<file path="src/rtl/icache_tag_ctrl.sv">
// Instruction-cache tag SRAM sequencer: clears all tags after reset/flush, arbitrates the
// single RW port between fill writes and lookup reads, and keeps hit/miss counters.
module icache_tag_ctrl #(
  parameter int unsigned SET_BITS    = 5,
  parameter int unsigned OFFSET_BITS = 5,
  parameter int unsigned TAG_BITS    = 22,
  parameter int unsigned CNT_WIDTH   = 32
) (
  input  logic                 clk,
  input  logic                 rst,
  input  logic                 flush,
  input  logic                 lookup_valid,
  input  logic [31:0]          lookup_addr,
  output logic                 lookup_ready,
  output logic                 resp_valid,
  output logic                 resp_hit,
  output logic [SET_BITS-1:0]  resp_set,
  input  logic                 fill_valid,
  input  logic [31:0]          fill_addr,
  output logic                 fill_ready,
  output logic                 busy,
  output logic [CNT_WIDTH-1:0] hit_count,
  output logic [CNT_WIDTH-1:0] miss_count,
  output logic                 tag_csb0,
  output logic                 tag_web0,
  output logic [SET_BITS-1:0]  tag_addr0,
  output logic [TAG_BITS:0]    tag_din0,
  input  logic [TAG_BITS:0]    tag_dout0
);

  localparam int unsigned TAG_LO = OFFSET_BITS + SET_BITS;

  typedef enum logic {S_CLEAR, S_RUN} state_t;

  state_t              state, state_next;
  logic [SET_BITS-1:0] clr_idx;
  logic [TAG_BITS-1:0] tag_q;
  logic [SET_BITS-1:0] set_q;
  logic                lookup_take;

  logic [SET_BITS-1:0] lookup_set, fill_set;
  logic [TAG_BITS-1:0] lookup_tag, fill_tag;
  logic                unused_offset_bits;

  assign lookup_set = lookup_addr[TAG_LO-1:OFFSET_BITS];
  assign lookup_tag = lookup_addr[31:TAG_LO];
  assign fill_set   = fill_addr[TAG_LO-1:OFFSET_BITS];
  assign fill_tag   = fill_addr[31:TAG_LO];
  assign unused_offset_bits = &{1'b0, lookup_addr[OFFSET_BITS-1:0], fill_addr[OFFSET_BITS-1:0]};

  assign busy        = (state == S_CLEAR);
  assign lookup_take = lookup_ready & lookup_valid;
  assign resp_set    = set_q;
  // Gated by resp_valid so the hit flag reads 0 in reset and between responses.
  assign resp_hit    = resp_valid & tag_dout0[TAG_BITS] & (tag_dout0[TAG_BITS-1:0] == tag_q);

  always_comb begin
    state_next   = state;
    tag_csb0     = 1'b1;
    tag_web0     = 1'b1;
    tag_addr0    = '0;
    tag_din0     = '0;
    lookup_ready = 1'b0;
    fill_ready   = 1'b0;
    case (state)
      S_CLEAR: begin
        if (!flush) begin
          tag_csb0  = 1'b0;
          tag_web0  = 1'b0;
          tag_addr0 = clr_idx;
          if (clr_idx == '1) state_next = S_RUN;
        end
      end
      S_RUN: begin
        if (flush) begin
          state_next = S_CLEAR;
        end else if (fill_valid) begin
          fill_ready = 1'b1;
          tag_csb0   = 1'b0;
          tag_web0   = 1'b0;
          tag_addr0  = fill_set;
          tag_din0   = {1'b1, fill_tag};
        end else begin
          lookup_ready = 1'b1;
          if (lookup_valid) begin
            tag_csb0  = 1'b0;
            tag_addr0 = lookup_set;
          end
        end
      end
      default: state_next = S_CLEAR;
    endcase
  end

  always_ff @(posedge clk or posedge rst) begin
    if (rst) begin
      state   <= S_CLEAR;
      clr_idx <= '0;
    end else begin
      state <= state_next;
      if (flush)
        clr_idx <= '0;
      else if (state == S_CLEAR)
        clr_idx <= clr_idx + 1'b1;
    end
  end

  always_ff @(posedge clk or posedge rst) begin
    if (rst) begin
      resp_valid <= 1'b0;
      tag_q      <= '0;
      set_q      <= '0;
      hit_count  <= '0;
      miss_count <= '0;
    end else begin
      resp_valid <= lookup_take;
      if (lookup_take) begin
        tag_q <= lookup_tag;
        set_q <= lookup_set;
      end
      if (resp_valid) begin
        if (resp_hit) hit_count  <= hit_count + 1'b1;
        else          miss_count <= miss_count + 1'b1;
      end
    end
  end

endmodule

</file>
<file path="config.mk">
export PLATFORM = sky130hd
export DESIGN_NAME = icache_tag_ctrl
export DESIGN_NICKNAME = d
export VERILOG_FILES = /design/src/rtl/icache_tag_ctrl.sv
export SDC_FILE = /design/constraint.sdc
export NUM_CORES = 1
export LEC_CHECK = 0
export CELL_PAD_IN_SITES_DETAIL_PLACEMENT = 1
export CELL_PAD_IN_SITES_GLOBAL_PLACEMENT = 1
export CORE_MARGIN = 4
export CORE_UTILIZATION = 32
export DETAILED_ROUTE_END_ITERATION = 6
export PLACE_DENSITY = 0.86
export REMOVE_ABC_BUFFERS = 1
export SLEW_MARGIN = 20
export SYNTH_ARGS = -nofsm -noshare
export SYNTH_HDL_FRONTEND = slang
export SYNTH_SLANG_ARGS = --single-unit
</file>
<file path="constraint.sdc">
create_clock -name clk -period 3.95 [get_ports clk]
set_input_delay 0.395 -clock clk [delete_from_list [all_inputs] [get_ports clk]]
set_output_delay 0.395 -clock clk [all_outputs]
set_load 0.05 [all_outputs]
</file>
==> impl_metrics.toml, run 1 <==
[logic_synthesis]
synth_xor_area_share_pct = 15.4
synthAdderAreaFrac_pct = 1.04
yosys_warnings = 0
synthMuxAreaShare_pct = 0.882
synth.top_cell.area_share_pct = 50.8
yosys.area.top_type = "dfrtp_1"
synth_area_um2 = 4830
synth-simple-area-share_pct = 27.4
synth_seq_area_share_pct = 50.8
synth.area.top_cells = "dfrtp_1, xnor2_1, nand2_1"
synth_compound_area_share_pct = 1.76
syn_area_per_cell_um2 = 9.83
netlist_instances = 491
ys_ff_latch = 98
ys_types = 40
synth_top_family_by_area = "simple AND/OR/NAND/NOR gates"

[routing]
wirelength_mm = 15.1
vias = 4263
drc_errors = 0
drt.antenna.violating_nets = 0
drt_first_pass_iters = 4
routedWlPerCell_um = 17.4
drtIter0Drc = 163
via_per_inst = 4.93

[floorplanning]
fp-row-count = 44
dieArea_um2 = 17100
die_h_um = 131
coreArea_um2 = 14600
die_w_um = 131
io_pins = 196
initial_core_util_pct = 33.0

[pwr]
p_comb_share_pct = 8.6
p_sw_share_pct = 21.9
ir_drop_mv = 0.195
cellPowerDensity_nw_per_um2 = 308
p_int_mw = 1.74
pwr-share-clk_pct = 45.3
power_frac_seq_pct = 46.1
p_leak_nw = 3.21
power.net_switching_mw = 0.487

[cts]
insertion_delay_ns = 0.35
cts_setup_buffers = 0
clock_sinks = 98
clk_pin_slew_worst_paths_ns = 0.07
root_buffer = "clkbuf_16"
cts_buffer_depth = 2
cts_made_buffers = 9
cts_tree = "done"
cts_htree_levels = 3
postCtsHoldBufs = 0
post_cts_resized = 0

[sta]
tightest_slew_ns = 0.823
period_minus_slack_ns = 3.11
rsz0062_at_grt = "no"
fmax_ghz = 0.322
setup_tns_ns = 0
slew_headroom_pct = 44.6
slew_violations = 0
clock_skew_ns = 0.00749
hold_violations = 0
setup_viol_count_final = 0
fin_crit_sh_pct = 78.7

[global_route]
grt_pass1_vias = 4803
gr-total-overflow = 0
busiest_layer = "met2"
use_met1_pct = 21.1
met3_usage_pct = 6.22
grt_max_degree = 85
use_met2_pct = 31.7
antenna_found_initial = 0
grt_pass1_wl_mm = 24.4
track_usage_pct = 18.1

[worst_setup_path]
path_buf_inv = 2
cpMostUsedCell = "clkdlybuf4s50_1"
cp-startpoint = "tag_dout0[19]"
start_kind = "input pin"
cp_cell_sequence = "clkdlybuf4s50_1 -> xnor2_1 -> nand4_1 -> nor4_1 -> and2_1 -> clkdlybuf4s50_1"
path_delay_family = "buffers and inverters"
critPathMaxFanout = 2
worst_path_max_delay_cell = "clkdlybuf4s50_1"
rr_startpoint = "resp_valid"
end_kind = "primary output"
worstPathArrival_ns = 2.71
path_class = "input pin to primary output"
reg2reg_slack_ns = 1.05
cp.required_ns = 3.56
critPathMaxStageDelay_ns = 0.81

[finish]
final_cell_mix = "clkdlybuf4s50_1, nand2_1, dfrtp_1, xnor2_1, nand3_1"
fillers = 1615
mostFrequentLayoutCell = "clkdlybuf4s50_1"
syn_to_final_growth_pct = 49.9
antennaDiodeCount = 0
layout-drive-gt1-share_pct = 4.85
nets = 771
final_area_um2 = 7230

[outcome]
status = "finished, final reports clean"

[worst_hold_path]
hp-start = "miss_count[31]"
hold_class = "flop to flop"

[place]
gp_congestion = 0.808
hpwl_mm = 11.6
port_buffers = 185
dpl_cell_area_um2 = 6900

[flow_run]
maxCapViolCount = 0
path summary, 6_finish.rpt:
check,to,cells past startpoint
setup / recovery,resp_hit,6
hold / removal,miss_count[31],1
setup reg to reg,hit_count[3],6
hold reg to reg,miss_count[31],1
max in group asynchronous,miss_count[21],3
min in group asynchronous,hit_count[15],2
power by group through the flow:
stage                     registers [mW]  logic (mW)  clock network, mW
after floorplan                     1.05      0.0642                  0
after global placement              1.05       0.189                  0
after detailed placement            1.05       0.194                  0
after CTS                           1.03       0.196               1.04
after global routing                1.03       0.209               1.07
final                               1.03       0.191               1.01
cells in the mapped netlist (all sizes together):
cell,n
xnor2,58
o31ai,1
inv,10
and3,13
nor3,18
mux2i,2
nand4b,1
nand3b,1
nor2,22
and4bb,2
and2,25
a211oi,1
nand2b,3
nor4,5
nand2,106
dfrtp,98
o21bai,1
or4,1
xor2,27
ha,4
or4b,1
clkbuf,8
mux2,2
or3,2
nor2b,2
nand4,23
a22oi,4
or2,1
and4,6
and4b,1
buf,8
a31oi,1
nand3,30
o21ai,3
cell type report:
cell class	instances	area [um^2]	area share [%]
Clock buffer	11	233	3.22
Inverter	10	42.5	0.588
Sequential cell	98	2450	33.9
Timing Repair Buffer	189	1930	26.7
Clock inverter	5	103	1.42
Multi-Input combinational cell	367	2240	31.0
Tap cell	184	230	3.18
cell families after synthesis:
| kind of cell | Yosys count |
|---|---|
| AOI/OAI and AO/OA | 11 |
| adders and majority gates | 4 |
| buffers and inverters | 26 |
| xor gates and xnor gates | 85 |
| muxes | 4 |
| DFF | 98 |
| and+or+nand+nor | 263 |
per-layer routing:
metal  up-vias  share of wire [%]
li1       2003                  -
met1      2101                 40
met2       147                 51
met3        12                7.8
met4         0                1.1
met5         -                  0
flip-flops by register name, summed over array words and instances, names as in the netlist:
signal,flops
clr_idx,5
hit_count,32
miss_count,32
resp_set,5
resp_valid,1
state,1
tag_q,22
per-stage QoR:
stage	utilization [%]	power (mW)	instances	hold WS, ns	setup slack (ns)
detailed placement	47.1	1.24	848	0.466	0.633
CTS	49.4	2.26	864	0.475	0.790
finish	49.4	2.23	864	0.472	0.840
floorplan	-	1.12	475	0.461	0.405
global route	49.4	2.31	864	0.505	0.744
global placement	47.1	1.24	848	0.461	0.718
No activity file was read; power rests on OpenSTA's default activity.
==> inputs of run 2 (changes only) <==
--- a/config.mk
+++ b/config.mk
@@ -8,9 +8,9 @@
 export CELL_PAD_IN_SITES_DETAIL_PLACEMENT = 1
 export CELL_PAD_IN_SITES_GLOBAL_PLACEMENT = 1
 export CORE_MARGIN = 4
-export CORE_UTILIZATION = 32
+export CORE_UTILIZATION = 29
 export DETAILED_ROUTE_END_ITERATION = 6
-export PLACE_DENSITY = 0.86
+export PLACE_DENSITY = 0.82
 export REMOVE_ABC_BUFFERS = 1
 export SLEW_MARGIN = 20
 export SYNTH_ARGS = -nofsm -noshare
==> constraint.sdc (replaced) <==
create_clock -name clk -period 2.66 [get_ports clk]
set_input_delay 0.266 -clock clk [delete_from_list [all_inputs] [get_ports clk]]
set_output_delay 0.266 -clock clk [all_outputs]
set_load 0.05 [all_outputs]
==> impl_metrics.toml, run 2 (synthesis gave the netlist of run 1 again) <==
[worst_setup_path]
path_class = "flop to flop"
r2r-end = "miss_count[29]"
critPathMaxFanout = 17
reg2reg_slack_ns = 0.15
start_kind = "flop"
worstPathArrival_ns = 2.73
ff2ff_path_depth = 7
cp.required_ns = 2.88
rr_startpoint = "tag_q[15]"
end_kind = "flop"

[finish]
layout-drive-gt1-share_pct = 10.6
fin_util_pct = 47.4
mostFrequentLayoutCell = "clkdlybuf4s50_1"
reg_top3 = "hit_count x32, miss_count x32, tag_q x22"
final_cell_mix = "clkdlybuf4s50_1, nand2_1, dfrtp_1, xnor2_1, buf_12"
fin_cells = 907
nets = 782
antennaDiodeCount = 0
syn_to_final_growth_pct = 58.3
fillers = 1793
final_area_um2 = 7640

[cts]
cts_buffer_depth = 2
cts_htree_levels = 3
clock_sinks = 98
insertion_delay_ns = 0.35
clk_pin_slew_worst_paths_ns = 0.07
cts_tree = "done"
cts_made_buffers = 9
postCtsHoldBufs = 0
root_buffer = "clkbuf_16"

[outcome]
status = "finished, final reports clean"

[global_route]
gr-total-overflow = 0
grt_pass1_vias = 4870
grt_pass1_wl_mm = 25.3
antenna_found_initial = 0
track_usage_pct = 17.3
grt_max_degree = 52

[sta]
slew_headroom_pct = 54.8
slew_violations = 0
tightest_slew_ns = 0.679
fmax_ghz = 0.398
fin_crit_sh_pct = 94.4
rsz0062_at_grt = "no"
setup_viol_count_final = 0
hold_slack_ns = 0.375
setup_ws_ns = 0.148
period_minus_slack_ns = 2.51
hold_violations = 0
clock_skew_ns = 0.0133
setup_tns_ns = 0

[routing]
drc_errors = 0
wirelength_mm = 15.9
vias = 4332
drt.antenna.violating_nets = 0
routedWlPerCell_um = 17.6
drt_first_pass_iters = 4
drtIter0Drc = 211
via_per_inst = 4.78

[floorplanning]
die_w_um = 137
fp-row-count = 46
initial_core_util_pct = 29.9
coreArea_um2 = 16100
io_pins = 196
die_h_um = 137
dieArea_um2 = 18800

[place]
dpl_cell_area_um2 = 7330
hpwl_mm = 12.6
gp_congestion = 0.836
place_ws_ns = -0.149
port_buffers = 185
dp_cells = 891

[flow_run]
maxCapViolCount = 0

[pwr]
cellPowerDensity_nw_per_um2 = 414
p_leak_nw = 3.39
power_mw = 3.16
ir_drop_mv = 0.326

[worst_hold_path]
hold_class = "input pin to asynchronous set/reset pin"
-- run 2: cell count changes in the layout (fill, tap and decap cells not counted) --
cell | before | now
a211oi_2 | 0 | 1
clkbuf_1 | 2 | 0
buf_4 | 4 | 11
a211oi_1 | 1 | 0
buf_12 | 5 | 35
clkinv_4 | 0 | 3
inv_4 | 0 | 1
bufinv_16 | 3 | 1
clkdlybuf4s50_1 | 180 | 154
-- run 2: area by class of cell --
type	count	area (um^2)	area share [%]
clock buffers	9	225	2.95
repair buffers	200	2320	30.4
clock inverters	7	77.6	1.02
multi-input cells	367	2250	29.4
flip-flops and latches	98	2450	32.1
well taps	216	270	3.54
inverters	10	40.0	0.524
-- run 2: worst max-delay path by stage --
stage                     end  cells past startpoint     startpoint
2_1_floorplan        tag_web0                      3          state
3_3_place_gp   miss_count[29]                      8  tag_dout0[15]
3_5_place_dp   miss_count[29]                      8  tag_dout0[15]
4_1_cts        miss_count[28]                      7  miss_count[0]
5_1_grt          hit_count[3]                      7      tag_q[15]
6_report       miss_count[29]                      7      tag_q[15]
-- run 2: where the power goes --
group          internal [mW]  switching [mW]
combinational          0.165           0.128
clock                  0.736           0.602
sequential              1.51          0.0178
-- run 2: worst max-delay path, stage by stage (launching register included) --
cell	delay, ns
dfrtp_1	0.40
xor2_1	0.18
or4b_1	0.52
or4_4	0.57
o21ai_4	0.19
buf_12	0.17
and4bb_1	0.20
xor2_1	0.15
-- run 2: metal layers --
layer | vias up | GRT usage (%) | share of wire, %
met5 | - | 0 | 0
met2 | 156 | 31.2 | 52
met4 | 0 | 4.93 | 0.82
met3 | 11 | 5.92 | 8.4
met1 | 2137 | 19.2 | 38
li1 | 2028 | - | -
-- run 2: what timing repair did --
item / in CTS / in global routing
setup buffers: 0 / 0
setup endpoints to repair: 0 / 1
endpoints found under the hold margin: 0 / 0
gates resized for setup: 0 / 1
